$ cat config.mk
export PLATFORM = sky130hd
export DESIGN_NAME = serial_addsub
export DESIGN_NICKNAME = d
export VERILOG_FILES = /design/src/rtl/serial_addsub_pkg.sv /design/src/rtl/serial_addsub_fa_cell.sv /design/src/rtl/serial_addsub.sv
export SDC_FILE = /design/constraint.sdc
export NUM_CORES = 1
export LEC_CHECK = 0
export ABC_AREA = 0
export CAP_MARGIN = 30
export CORE_UTILIZATION = 45
export CTS_BUF_LIST = sky130_fd_sc_hd__clkbuf_8
export CTS_CLUSTER_SIZE = 30
export DETAILED_ROUTE_END_ITERATION = 10
export GPL_TIMING_DRIVEN = 0
export HOLD_SLACK_MARGIN = 0.08
export PLACE_DENSITY_LB_ADDON = 0.12
export SYNTH_ARGS = -nofsm -noshare
export SYNTH_HDL_FRONTEND = slang
export SYNTH_SLANG_ARGS = --single-unit
$ cat constraint.sdc
create_clock -name clk -period 3.9 [get_ports clk]
set_input_delay 0.39 -clock clk [delete_from_list [all_inputs] [get_ports clk]]
set_output_delay 0.39 -clock clk [all_outputs]
set_load 0.01 [all_outputs]
$ cat src/rtl/serial_addsub_pkg.sv
// Shared types and constants for the bit-serial adder/subtractor.
// Optional saturation is enabled by defining SERIAL_ADDSUB_SAT_EN (see serial_addsub.sv).
package serial_addsub_pkg;

  localparam int DEFAULT_WIDTH = 8;

  typedef enum logic [1:0] {
    IDLE = 2'd0,
    RUN  = 2'd1,
    DONE = 2'd2
  } state_t;

  // Bit-counter width; it must hold values 0..w-1.
  function automatic int cnt_width(input int w);
    return (w < 2) ? 1 : $clog2(w);
  endfunction

endpackage

$ cat src/rtl/serial_addsub_fa_cell.sv
// Combinational 1-bit full adder cell: the only arithmetic in the serial datapath.
module serial_addsub_fa_cell (
  input  logic a,
  input  logic b,
  input  logic ci,
  output logic s,
  output logic co
);

  assign s  = a ^ b ^ ci;
  assign co = (a & b) | (a & ci) | (b & ci);

endmodule

$ cat src/rtl/serial_addsub.sv
// Bit-serial two's-complement add/subtract, LSB first, one bit per cycle.
// Define SERIAL_ADDSUB_SAT_EN to saturate the result on signed overflow.
module serial_addsub
  import serial_addsub_pkg::*;
#(
  parameter int WIDTH = DEFAULT_WIDTH
) (
  input  logic             clk,
  input  logic             rst_n,
  input  logic             in_valid,
  output logic             in_ready,
  input  logic [WIDTH-1:0] a,
  input  logic [WIDTH-1:0] b,
  input  logic             sub,
  output logic             out_valid,
  input  logic             out_ready,
  output logic [WIDTH-1:0] result,
  output logic             cout,
  output logic             ovf
);

  // Handshakes: a transfer happens on a rising edge where valid && ready;
  // valid never depends on ready, and DONE holds its outputs until out_ready.
  localparam int CW = cnt_width(WIDTH);

  state_t           state, state_nxt;
  logic [WIDTH-1:0] op_a, op_b, shreg, res_q;
  logic [CW-1:0]    cnt;
  logic             carry, cout_q, ovf_q;
  logic             fa_s, fa_c, last, ovf_bit;
  logic [WIDTH-1:0] raw_res, fin_res;

  serial_addsub_fa_cell u_fa (
    .a  (op_a[0]),
    .b  (op_b[0]),
    .ci (carry),
    .s  (fa_s),
    .co (fa_c)
  );

  assign last    = (cnt == CW'(WIDTH - 1));
  assign raw_res = {fa_s, shreg[WIDTH-1:1]};
  // On the last bit, carry holds the carry into the MSB.
  assign ovf_bit = carry ^ fa_c;

`ifdef SERIAL_ADDSUB_SAT_EN
  // On overflow both effective operands share A's sign, which is op_a[0] now.
  assign fin_res = !ovf_bit ? raw_res :
                   op_a[0]  ? {1'b1, {(WIDTH-1){1'b0}}} :
                              {1'b0, {(WIDTH-1){1'b1}}};
`else
  assign fin_res = raw_res;
`endif

  always_comb begin
    state_nxt = state;
    in_ready  = 1'b0;
    out_valid = 1'b0;
    case (state)
      IDLE: begin
        in_ready = 1'b1;
        if (in_valid) state_nxt = RUN;
      end
      RUN: begin
        if (last) state_nxt = DONE;
      end
      DONE: begin
        out_valid = 1'b1;
        if (out_ready) state_nxt = IDLE;
      end
      default: state_nxt = IDLE;
    endcase
  end

  always_ff @(posedge clk or negedge rst_n) begin
    if (!rst_n) begin
      state  <= IDLE;
      op_a   <= '0;
      op_b   <= '0;
      shreg  <= '0;
      res_q  <= '0;
      cnt    <= '0;
      carry  <= 1'b0;
      cout_q <= 1'b0;
      ovf_q  <= 1'b0;
    end else begin
      state <= state_nxt;
      if (state == IDLE && in_valid) begin
        op_a  <= a;
        op_b  <= sub ? ~b : b;
        carry <= sub;
        cnt   <= '0;
      end else if (state == RUN) begin
        op_a  <= op_a >> 1;
        op_b  <= op_b >> 1;
        shreg <= raw_res;
        carry <= fa_c;
        cnt   <= last ? '0 : cnt + CW'(1);
        if (last) begin
          res_q  <= fin_res;
          cout_q <= fa_c;
          ovf_q  <= ovf_bit;
        end
      end
    end
  end

  assign result = res_q;
  assign cout   = cout_q;
  assign ovf    = ovf_q;

endmodule

# Word level (Yosys, flattened, before mapping)

Index checks and enable logic that the tools add are counted.

Register bits: 40
Bits of input ports: 21
Output and inout port bits: 12

Eq/ne operators: 6
Bitwise gates (word level): 10
Mux-type cells: 16
Reductions and logical operators: 6
Add/subtract/negate cells: 1

Operators by type and width:

| kind                | number |
|---|---|
| $mux 8              | 5 |
| $mux 3              | 3 |
| $not 8->8           | 1 |
| $mux 2              | 3 |
| $ne 2x2->1 const B  | 3 |
| $pmux 2 s3          | 1 |
| $reduce_and 3->1    | 2 |
| $mux 1              | 4 |
| $add 3x1->3 const B | 1 |
| $and 1x1->1         | 3 |
| $eq 3x3->1 const B  | 1 |
| $xor 1x1->1         | 3 |
| $eq 2x1->1 const B  | 1 |
| $eq 2x2->1 const B  | 1 |
| $logic_not 2->1     | 1 |
| $or 1x1->1          | 2 |
| $reduce_and 2->1    | 1 |
| $reduce_bool 2->1   | 1 |
| $logic_and 1x1->1   | 1 |
| $not 1->1           | 1 |

# Depth between registers and ports, before layout

Gate-level depths: netlist of the first run.

Word-level depth: 5
Depth in mapped cells: 6
Mapped depth without buffers: 5

# Cells and area by module

From an unflattened synthesis of the first run, not the netlist that was laid out.

Cell total of the unflattened synthesis: 154
Area total of the unflattened synthesis: 1732.9 um^2

By module, submodules not included:

| module                | cells each | area each (um^2) | times used | sequential area each (um^2) |
|---|---|---|---|---|
| serial_addsub         | 153        | 1712.9           | 1          | 975.9 |
| serial_addsub_fa_cell | 1          | 20.0             | 1          | 0.0 |

# Worst setup path after synthesis of the first run

Ideal clock, no wire load.

Kind: register to register
Start: register cnt[0]
End: register cout_q, in the netlist cout
Arrival: 1.381 ns
Path buffers: 1
Cell stages (with the launch flop): 6
Library setup time: 0.125 ns
Path slack: 2.394 ns
Data required time: 3.775 ns
Cell sequence: dfrtp_1 ha_1 ha_1 nand3b_1 buf_4 mux2_2

Cells in the longest elaborated chain, start to end: 2

Ends and longest elaborated chain:

| what                       | line                 | source |
|---|---|---|
| from (decl)                | serial_addsub.sv:28  | `logic [CW-1:0] cnt;` |
| from (signal assigned)     | serial_addsub.sv:98  | `cnt <= last ? '0 : cnt + CW'(1);` |
| $eq 3x3->1                 | serial_addsub.sv:41  | `assign last = (cnt == CW'(WIDTH - 1));` |
| $reduce_and 3->1 (no line) | n/a                  |  |
| to (signal assigned)       | serial_addsub.sv:84  | `cout_q <= 1'b0;` |
| to (signal assigned)       | serial_addsub.sv:101 | `cout_q <= fa_c;` |
| to (decl)                  | serial_addsub.sv:29  | `logic carry, cout_q, ovf_q;` |

No other way between the ends.
A chain may end at the register's enable or synchronous reset.

# Worst setup path in the final report of the first run

Start: register state[1]
End: output port out_valid

Cells in the longest elaborated chain, start to end: 2

Ends and longest elaborated chain:

| what                   | line                | source |
|---|---|---|
| from (decl)            | serial_addsub.sv:26 | `state_t state, state_nxt;` |
| from (signal assigned) | serial_addsub.sv:87 | `state <= state_nxt;` |
| $eq 2x2->1             | serial_addsub.sv:59 | `case (state)` |
| $mux 1                 | serial_addsub.sv:59 |  |
| to (decl)              | serial_addsub.sv:15 | `output logic out_valid,` |

No other way between the ends.

==> results of run 1 <==
## area by class of cell
cell class,instances,share of cell area (%)
multi-input combinational,105,30.40
inverter,1,0.1683
timing repair buffer,31,13.68
buffer,9,3.365
tap,48,2.692
clock inverter,3,2.860
sequential,39,43.75
clock buffer,5,3.085
## through the flow
step	area [um2]	setup slack (ps)	cells	hold slack [ps]	power, W
after detailed placement	2098	2118	233	469.0	0.001349
after CTS	2231	1796	241	231.6	0.001739
after floorplan	1733	2394	154	94.41	0.001103
after global placement	2103	1579	233	454.0	0.001315
after global routing	2231	1731	241	270.1	0.001844
final	2231	1813	241	209.2	0.001718
## layer usage
metal  up-vias  share of wire [%]
met3         6                4.2
li1        592                  -
met2        28                 49
met5         -                  0
met1       572                 45
met4         0                1.6
## power by group through the flow
stage	Sequential [W]	Clock [W]	Combinational, W
global placement	0.000678	0	0.000637
detailed placement	0.000690	0	0.000659
global route	0.000705	0.000412	0.000727
finish	0.000682	0.000387	0.000648
floorplan	0.000688	0	0.000415
CTS	0.000684	0.000395	0.000660
## worst max-delay path: stages, from the launching register on
cell                              delay (ps)
sky130_fd_sc_hd__dfrtp_1                 510
sky130_fd_sc_hd__or2b_2                  330
sky130_fd_sc_hd__inv_1                    50
sky130_fd_sc_hd__clkdlybuf4s50_1         520
## sequential cells by signal, summed over array words and instances (netlist names)
| signal | cells |
|---|---|
| shreg | 7 |
| cout | 1 |
| cnt | 3 |
| ovf | 1 |
| state | 2 |
| op_a | 8 |
| op_b | 8 |
| result | 8 |
| carry | 1 |
## logic make-up after synthesis
group / after synthesis
compound gates: 21
flops: 39
simple gates: 63
buf+inv: 10
mux: 9
fa+ha+maj: 3
xor+xnor: 9
## worst paths after layout
path                              to  depth (start not counted)      from
setup / recovery           out_valid                          3  state[1]
hold / removal             result[4]                          1     rst_n
setup reg to reg                cout                          5    cnt[0]
hold reg to reg              op_a[4]                          2   op_a[4]
max in group asynchronous    op_a[5]                          1     rst_n
min in group clk             op_a[4]                          2   op_a[4]
## cell usage in the layout, fill, tap and decap left out, drive strengths merged
cell and n:
fa 1, or2b 2, nor2b 1, nor3b 1, nand3 4, mux2 9, nand2 45, buf 9
ha 2, nor2 8, or3b 1, o31ai 1, clkbuf 6, inv 2, xnor2 9, o21bai 1
a221o 7, clkdlybuf4s50 30, o21ai 4, bufinv 2, a22oi 8, dfrtp 39, nand3b 1
==> PnR_summary.wiki, run 1 <==
{| class="wikitable"
! Metric !! Value
|-
| Result of the run || finished clean
|-
| Remaining max-slew budget at the tightest pin || 42.92%
|-
| Met2 routing resource usage after global routing || 28.32%
|-
| Xor/xnor cell area share of the yosys netlist || 4.549%
|-
| Final-layout setup total negative slack || 0 ps
|-
| Dominant combinational cell family by area after synthesis || simple AND/OR/NAND/NOR gates
|-
| CTS H-tree depth || 2
|-
| Reg-to-reg setup timing slack || 2250 ps
|-
| Violation count after the first detailed-routing iteration || 70
|-
| Antenna violations before repair || 0
|-
| Total GRT Usage || 18.10%
|-
| Initial core utilization || 46.98%
|-
| Busiest layer in global routing || met2
|-
| HP Class || in -> async
|-
| Library cell with the highest instance count after synthesis || sky130_fd_sc_hd__nand2_1
|-
| Number of clock buffers inserted by TritonCTS || 5
|-
| Residual DRC count || 0
|-
| Multiplexer area fraction after synthesis || 5.848%
|-
| Total Die Area || 4103 um2
|-
| Max Transition Viols Final || 0
|-
| Switching Fraction || 31.54%
|-
| WS Path Type || reg -> out
|-
| CP max FO || 8
|-
| Worst-path clk slew || 70 ps
|-
| Data required time at the worst endpoint || 3510 ps
|-
| Clock Power Share || 22.5%
|-
| Number of clock sinks || 39
|-
| Final-layout fill cell count || 329
|-
| Startpoint type of the worst setup path || flop
|-
| Detailed Route WL || 3124 um
|-
| Synth Area per Inst || 11.25 um2
|-
| Clock latency on the worst-skew pair || 290 ps
|-
| Final #Nets || 216
|-
| Global routing met1 resource utilization || 22.91%
|-
| Async set or reset register ratio after synthesis || 100.0%
|-
| Number of rows in the core area || 22
|-
| Area growth syn-to-layout || 28.74%
|-
| Gate count of the mapped netlist || 154
|-
| Most used flip-flop cell after synthesis || sky130_fd_sc_hd__dfrtp_1
|-
| Pin count of the biggest net entering global routing || 40
|-
| Longest Clk Path Bufs || 2
|-
| Placer's final routability congestion estimate || 0.8120
|-
| P per Cell Area || 770.2 nW/um2
|-
| Number of buffer cells added on primary ports || 31
|-
| Endpoints failing setup || 0
|-
| Area used by sequential logic in the layout || 975.9 um2
|-
| Area share of the largest cell type after synthesis || 56.32%
|-
| Core area || 3689 um2
|-
| Max_cap viols || 0
|-
| Leading cell types by count after synthesis || sky130_fd_sc_hd__nand2_1 (45), sky130_fd_sc_hd__dfrtp_1 (39), sky130_fd_sc_hd__mux2_2 (9), sky130_fd_sc_hd__xnor2_1 (9)
|-
| Pin slew with the least headroom to its limit || 856.2 ps
|-
| Die width || 64.06 um
|-
| DIE HEIGHT || 64.06 um
|-
| Combined area of all synthesized cells || 1733 um2
|-
| Post-DP HPWL || 2272 um
|-
| Post-CTS Setup Repair Bufs || 0
|-
| Grt ovf || 0
|-
| Number of enable flip-flop cells after synthesis || 0
|-
| Switching power total || 0.0005419 W
|-
| Tcrit/Tclk final || 53.52%
|-
| Diode count || 0
|-
| Final Skew || 5.036 ps
|-
| 1st-pass router iterations || 4
|-
| Part of the power in registers || 39.7%
|-
| Via count of the first global-routing pass || 1218
|-
| Static leakage || 1.068 nW
|-
| Synthesized-area fraction occupied by and/or/nand/nor cells || 16.17%
|-
| Internal cell power || 0.001176 W
|-
| Top Ports || 33
|-
| Syn_nets || 178
|-
| ANT nets after route || 0
|-
| Min cycle time layout || 2087 ps
|-
| Post-synthesis register bit count || 39
|-
| Number of hold buffers added after CTS || 0
|-
| Unrepaired setup endpoints after global routing || no
|-
| Count of distinct cell types in the synthesized netlist || 25
|-
| Cell types occupying the most area after synthesis || sky130_fd_sc_hd__dfrtp_1 (56%), sky130_fd_sc_hd__nand2_1 (9.7%), sky130_fd_sc_hd__mux2_2 (5.8%)
|-
| First-pass GRT wire length || 5589 um
|-
| Post-cts sizing count || 0
|-
| Multi-input combinational cell area || 678.2 um2
|-
| Utilization after layout || 60.48%
|-
| Sequential share of the synthesized area || 56.32%
|-
| Largest vdd supply drop || 339.3 uV
|-
| Average vias per placed instance || 4.971
|-
| Data arrival at the endpoint of the critical path || 1700 ps
|-
| Hold Vio Cnt, Final || 0
|-
| Share of post-route cells with drive strength above 1 || 17.62%
|-
| Met3 layer usage reported by global route || 5.714%
|-
| Adder-cell share of the synthesized area || 2.599%
|-
| Ys Warns || 0
|-
| Maximum operating frequency || 479.1 MHz
|-
| Compound-cell area share of the yosys netlist || 9.964%
|-
| Largest area contributor in the netlist || sky130_fd_sc_hd__dfrtp_1
|-
| Worst Setup End Kind || output pin
|-
| CTS tree || built
|-
| Gate power share || 37.7%
|-
| Root buffer cell || sky130_fd_sc_hd__clkbuf_8
|-
| Wire per inst || 12.96 um
|-
| Vias || 1198
|}
Power figures use the tool's default switching activity.
==> run 2, diff against run 1 <==
==> constraint.sdc (replaced) <==
create_clock -name clk -period 1.7 [get_ports clk]
set_input_delay 0.17 -clock clk [delete_from_list [all_inputs] [get_ports clk]]
set_output_delay 0.17 -clock clk [all_outputs]
set_load 0.01 [all_outputs]
==> PnR_summary.wiki, run 2 (synthesized netlist as in run 1, its figures left out) <==
{| class="wikitable"
! Metric !! Value
|-
| Reg-to-reg setup timing slack || 130 ps
|-
| Area growth syn-to-layout || 29.96%
|-
| Unrepaired setup endpoints after global routing || no
|-
| Number of clock buffers inserted by TritonCTS || 5
|-
| Stage delay of the slowest cell on the critical path || 540 ps
|-
| Detailed Route WL || 3136 um
|-
| Result of the run || finished clean
|-
| Worst-path clk slew || 70 ps
|-
| DIE HEIGHT || 64.06 um
|-
| CTS tree || built
|-
| Tcrit/Tclk final || 94.54%
|-
| Number of rows in the core area || 22
|-
| Min cycle time layout || 1607 ps
|-
| Endpoint with the worst hold slack || carry
|-
| Core area || 3689 um2
|-
| Data arrival at the endpoint of the critical path || 1440 ps
|-
| Via count of the first global-routing pass || 1240
|-
| Gate power share || 37.9%
|-
| P per Cell Area || 1753 nW/um2
|-
| Library cell contributing the largest single delay on the critical path || sky130_fd_sc_hd__clkdlybuf4s50_1
|-
| Final Skew || 4.341 ps
|-
| CP max FO || 8
|-
| Post-DP HPWL || 2272 um
|-
| Residual DRC count || 0
|-
| WS Path Type || reg -> out
|-
| Number of clock sinks || 39
|-
| Root buffer cell || sky130_fd_sc_hd__clkbuf_8
|-
| Largest vdd supply drop || 811.0 uV
|-
| Clock latency on the worst-skew pair || 290 ps
|-
| Worst Setup End Kind || output pin
|-
| Pin count of the biggest net entering global routing || 40
|-
| HP Class || in -> reg
|-
| Placer's final routability congestion estimate || 0.8120
|-
| Clock Power Share || 22.4%
|-
| ANT nets after route || 0
|-
| Critical hold path startpoint || sub
|-
| Most frequent standard cell in the layout excluding fill and tap cells || sky130_fd_sc_hd__nand2_1
|-
| Internal cell power || 0.002706 W
|-
| Maximum operating frequency || 622.2 MHz
|-
| Total Die Area || 4103 um2
|-
| Final-layout fill cell count || 326
|-
| Number of buffer cells added on primary ports || 31
|-
| Most used cells in the layout excluding fill and tap cells || sky130_fd_sc_hd__nand2_1 (45), sky130_fd_sc_hd__dfrtp_1 (38), sky130_fd_sc_hd__clkdlybuf4s50_1 (29)
|-
| Max Transition Viols Final || 0
|-
| Path depth of the worst reg2reg path || 5
|-
| Average vias per placed instance || 5.012
|-
| Power consumption || 0.003948 W
|-
| Endpoints failing setup || 0
|-
| Switching power total || 0.001242 W
|-
| R2r endpoint || cout
|-
| Die width || 64.06 um
|-
| Initial core utilization || 46.98%
|-
| CTS H-tree depth || 2
|-
| Wire per inst || 12.91 um
|-
| Chain of cells forming the critical path || buf_6, nor2_1, clkdlybuf4s50_1
|-
| Fin worst setup slack || 92.75 ps
|-
| Startpoint type of the worst setup path || flop
|-
| Grt ovf || 0
|-
| Count of cells along the worst hold path || 3
|-
| Max_cap viols || 0
|-
| Pin slew with the least headroom to its limit || 860.1 ps
|-
| First-pass GRT wire length || 5637 um
|-
| Diode count || 0
|-
| Static leakage || 1.081 nW
|-
| Vias || 1218
|-
| Antenna violations before repair || 0
|-
| Data required time at the worst endpoint || 1530 ps
|-
| Hold Vio Cnt, Final || 0
|-
| Reg-to-reg critical path startpoint || cnt[0]
|-
| Remaining max-slew budget at the tightest pin || 42.66%
|-
| Part of the power in registers || 39.7%
|-
| 1st-pass router iterations || 4
|-
| Top Ports || 33
|-
| Final #Nets || 218
|-
| Total GRT Usage || 18.30%
|-
| Worst setup timing slack at the placement stage || 78.00 ps
|-
| Switching Fraction || 31.45%
|-
| Share of post-route cells with drive strength above 1 || 18.46%
|-
| Violation count after the first detailed-routing iteration || 68
|-
| Longest Clk Path Bufs || 2
|}
==> run 2: area by class of cell <==
type                    instances  area (um2)  area share (%)
flip-flops and latches         39       977.2           43.39
well taps                      48       60.06           2.667
multi-input cells             105       678.2           30.11
clock buffers                   5       68.82           3.056
clock inverters                 3       63.81           2.833
repair buffers                 33       321.6           14.28
plain buffers                   9       78.83           3.500
inverters                       1       3.754          0.1667
==> run 2: layer usage <==
metal  global-route usage, %  vias to the layer above  share of wire, %
met5                       0                        -                 0
met4                   7.955                        0               1.6
met3                   5.714                        6               4.3
met2                   28.86                       30                49
met1                   23.05                      584                45
li1                        -                      598                 -
==> run 2: critical path: cells and delay by family, from the launching register on <==
kind	cells	cell delay, ps
buffers and inverters	2	670
AND/OR/NAND/NOR	1	100
flip-flops	1	380
==> run 2: repair_timing <==
item / 4_1_cts / 5_1_grt
endpoints found under the setup margin: 1 / 7
buffers inserted: 0 / 1
cloned: 0 / 0
pin swaps: 0 / 1
endpoints found under the hold margin: 39 / 0
hold buffers: 1 / 0
resized for setup: 2 / 1
==> run 2: how the worst max path moves through the flow <==
stage              from         to  slack [ps]
2_1_floorplan    cnt[0]       cout         190
3_3_place_gp      rst_n    op_b[7]        -400
3_5_place_dp     cnt[0]  result[4]          80
4_1_cts          cnt[0]       cout          40
5_1_grt        state[0]   in_ready          40
6_report       state[0]   in_ready          90
==> run 2: metrics by stage <==
step           area, um2  util, %  setup TNS [ps]  hold WS, ps  cells
6_report            2252    61.06               0        370.3    243
5_1_grt             2252    61.06               0        416.4    243
4_1_cts             2241    60.75               0        369.3    242
3_5_place_dp        2098    56.89               0        323.8    233
3_3_place_gp        2103    57.02          -15580        454.0    233
2_1_floorplan       1733        -               0       -125.6    154
==> run 2: power groups by stage <==
stage | Combinational, W | Clock (W) | Sequential (W)
5_1_grt | 0.00168 | 0.000946 | 0.00162
4_1_cts | 0.00152 | 0.000906 | 0.00157
6_report | 0.00150 | 0.000885 | 0.00157
2_1_floorplan | 0.000951 | 0 | 0.00158
3_3_place_gp | 0.00146 | 0 | 0.00156
3_5_place_dp | 0.00151 | 0 | 0.00158
==> run 3, diff against run 2 <==
--- a/config.mk
+++ b/config.mk
@@ -7,6 +7,7 @@
 export LEC_CHECK = 0
 export ABC_AREA = 0
 export CAP_MARGIN = 30
+export CORE_ASPECT_RATIO = 0.75
 export CORE_UTILIZATION = 45
 export CTS_BUF_LIST = sky130_fd_sc_hd__clkbuf_8
 export CTS_CLUSTER_SIZE = 30
==> PnR_summary.wiki, run 3 (synthesized netlist as in run 1, its figures left out) <==
{| class="wikitable"
! Metric !! Value
|-
| Data arrival at the endpoint of the critical path || 1810 ps
|-
| Post-DP HPWL || 2369 um
|-
| CTS H-tree depth || 2
|-
| Area growth syn-to-layout || 28.95%
|-
| Violation count after the first detailed-routing iteration || 88
|-
| Number of rows in the core area || 19
|-
| Utilization after layout || 61.04%
|-
| DIE HEIGHT || 55.74 um
|-
| Worst-path clk slew || 80 ps
|-
| ANT nets after route || 0
|-
| Via count of the first global-routing pass || 1256
|-
| Pin count of the biggest net entering global routing || 40
|-
| Core area || 3661 um2
|-
| Wire per inst || 13.71 um
|-
| Total Die Area || 4106 um2
|-
| Worst Setup End Kind || flop
|-
| Min cycle time layout || 1628 ps
|-
| Most frequent standard cell in the layout excluding fill and tap cells || sky130_fd_sc_hd__nand2_1
|-
| Remaining max-slew budget at the tightest pin || 43.11%
|-
| Number of clock sinks || 39
|-
| Die width || 73.66 um
|-
| Longest Clk Path Bufs || 2
|-
| Root buffer cell || sky130_fd_sc_hd__clkbuf_8
|-
| Pin slew with the least headroom to its limit || 853.4 ps
|-
| Residual DRC count || 0
|-
| Clock latency on the worst-skew pair || 290 ps
|-
| HP Class || in -> reg
|-
| 1st-pass router iterations || 4
|-
| Vias || 1230
|-
| Max Transition Viols Final || 0
|-
| Number of clock buffers inserted by TritonCTS || 5
|-
| Largest vdd supply drop || 788.1 uV
|-
| Initial core utilization || 47.33%
|-
| Antenna violations before repair || 0
|-
| Average vias per placed instance || 5.000
|-
| Data required time at the worst endpoint || 1880 ps
|-
| Detailed Route WL || 3373 um
|-
| Post-CTS Setup Repair Bufs || 0
|-
| Power consumption || 0.003889 W
|-
| Max_cap viols || 0
|-
| CP max FO || 10
|-
| Grt ovf || 0
|-
| Unrepaired setup endpoints after global routing || no
|-
| P per Cell Area || 1740 nW/um2
|-
| Static leakage || 1.068 nW
|-
| Tcrit/Tclk final || 95.78%
|-
| Number of standard cells in the layout, taps in and fillers out || 246
|-
| Number of buffer cells added on primary ports || 31
|-
| Instance count after placement with tap cells included || 237
|-
| Final #Nets || 217
|-
| Final Skew || 6.238 ps
|-
| Share of post-route cells with drive strength above 1 || 18.56%
|-
| WS Path Type || reg -> reg
|-
| Total GRT Usage || 19.14%
|-
| Startpoint type of the worst setup path || flop
|-
| Maximum operating frequency || 614.2 MHz
|-
| Placer's final routability congestion estimate || 0.7423
|-
| Diode count || 0
|-
| CTS tree || built
|-
| Most used cells in the layout excluding fill and tap cells || sky130_fd_sc_hd__nand2_1 (45), sky130_fd_sc_hd__dfrtp_1 (38), sky130_fd_sc_hd__clkdlybuf4s50_1 (29)
|-
| First-pass GRT wire length || 5761 um
|-
| Hold Vio Cnt, Final || 0
|-
| Top Ports || 33
|-
| Endpoints failing setup || 0
|-
| Result of the run || finished clean
|}
[run 3: what timing repair did]
item / CTS / global route
resized for setup: 2 / 1
cloned: 0 / 0
hold buffers: 1 / 0
endpoints found under the setup margin: 1 / 4
endpoints found under the hold margin: 39 / 0
[run 3: through the flow]
stage | worst slack [ps] | area [um2] | hold WS [ps] | setup TNS, ps
2_1_floorplan | 194.4 | 1733 | -125.6 | 0
6_report | 71.74 | 2235 | 366.6 | 0
3_3_place_gp | -387.3 | 2108 | 458.3 | -15060
5_1_grt | 25.28 | 2235 | 372.4 | 0
3_5_place_dp | 53.11 | 2103 | 325.5 | 0
4_1_cts | 41.21 | 2231 | 368.9 | 0
[run 3: final cells by class]
class                   instances  area (um2)
well taps                      52       65.06
inverters                       1       3.754
repair buffers                 32       314.1
flip-flops and latches         39       977.2
multi-input cells             105       678.2
plain buffers                   9       78.83
clock buffers                   6       82.58
fillers                       330        1426
clock inverters                 2       35.03
[run 3: path summary, 6_finish.rpt]
check / start / slack (ps) / end / cells after the start
min in group asynchronous: rst_n / 520 / result[5] / 2
hold reg to reg: op_a[6] / 480 / op_a[6] / 2
setup / recovery: cnt[0] / 70 / result[4] / 5
max in group asynchronous: rst_n / 580 / state[1] / 2
hold / removal: sub / 370 / carry / 3
setup reg to reg: cnt[0] / 70 / result[4] / 5
[run 3: critical path: stages (launching register included)]
cell and delay (ps):
sky130_fd_sc_hd__dfrtp_1 400, sky130_fd_sc_hd__ha_1 200, sky130_fd_sc_hd__ha_1 210, sky130_fd_sc_hd__nand3b_1 180
sky130_fd_sc_hd__buf_6 170, sky130_fd_sc_hd__mux2_2 340
[run 3: per-layer routing]
layer | track usage (%) | share of wire, % | vias to the layer above | wire length, um
met4 | 10.44 | 2.6 | 0 | 87
met2 | 27.79 | 46 | 33 | 1560
met5 | 0 | 0 | - | 0
li1 | - | - | 594 | -
met1 | 26.18 | 47 | 593 | 1581
met3 | 4.891 | 4.3 | 10 | 144
[run 3: power by group]
part           total, W  switching (W)  internal [W]
combinational   0.00151       0.000718      0.000797
clock          0.000802       0.000327      0.000475
sequential      0.00157       0.000246       0.00133
total           0.00389        0.00129       0.00260
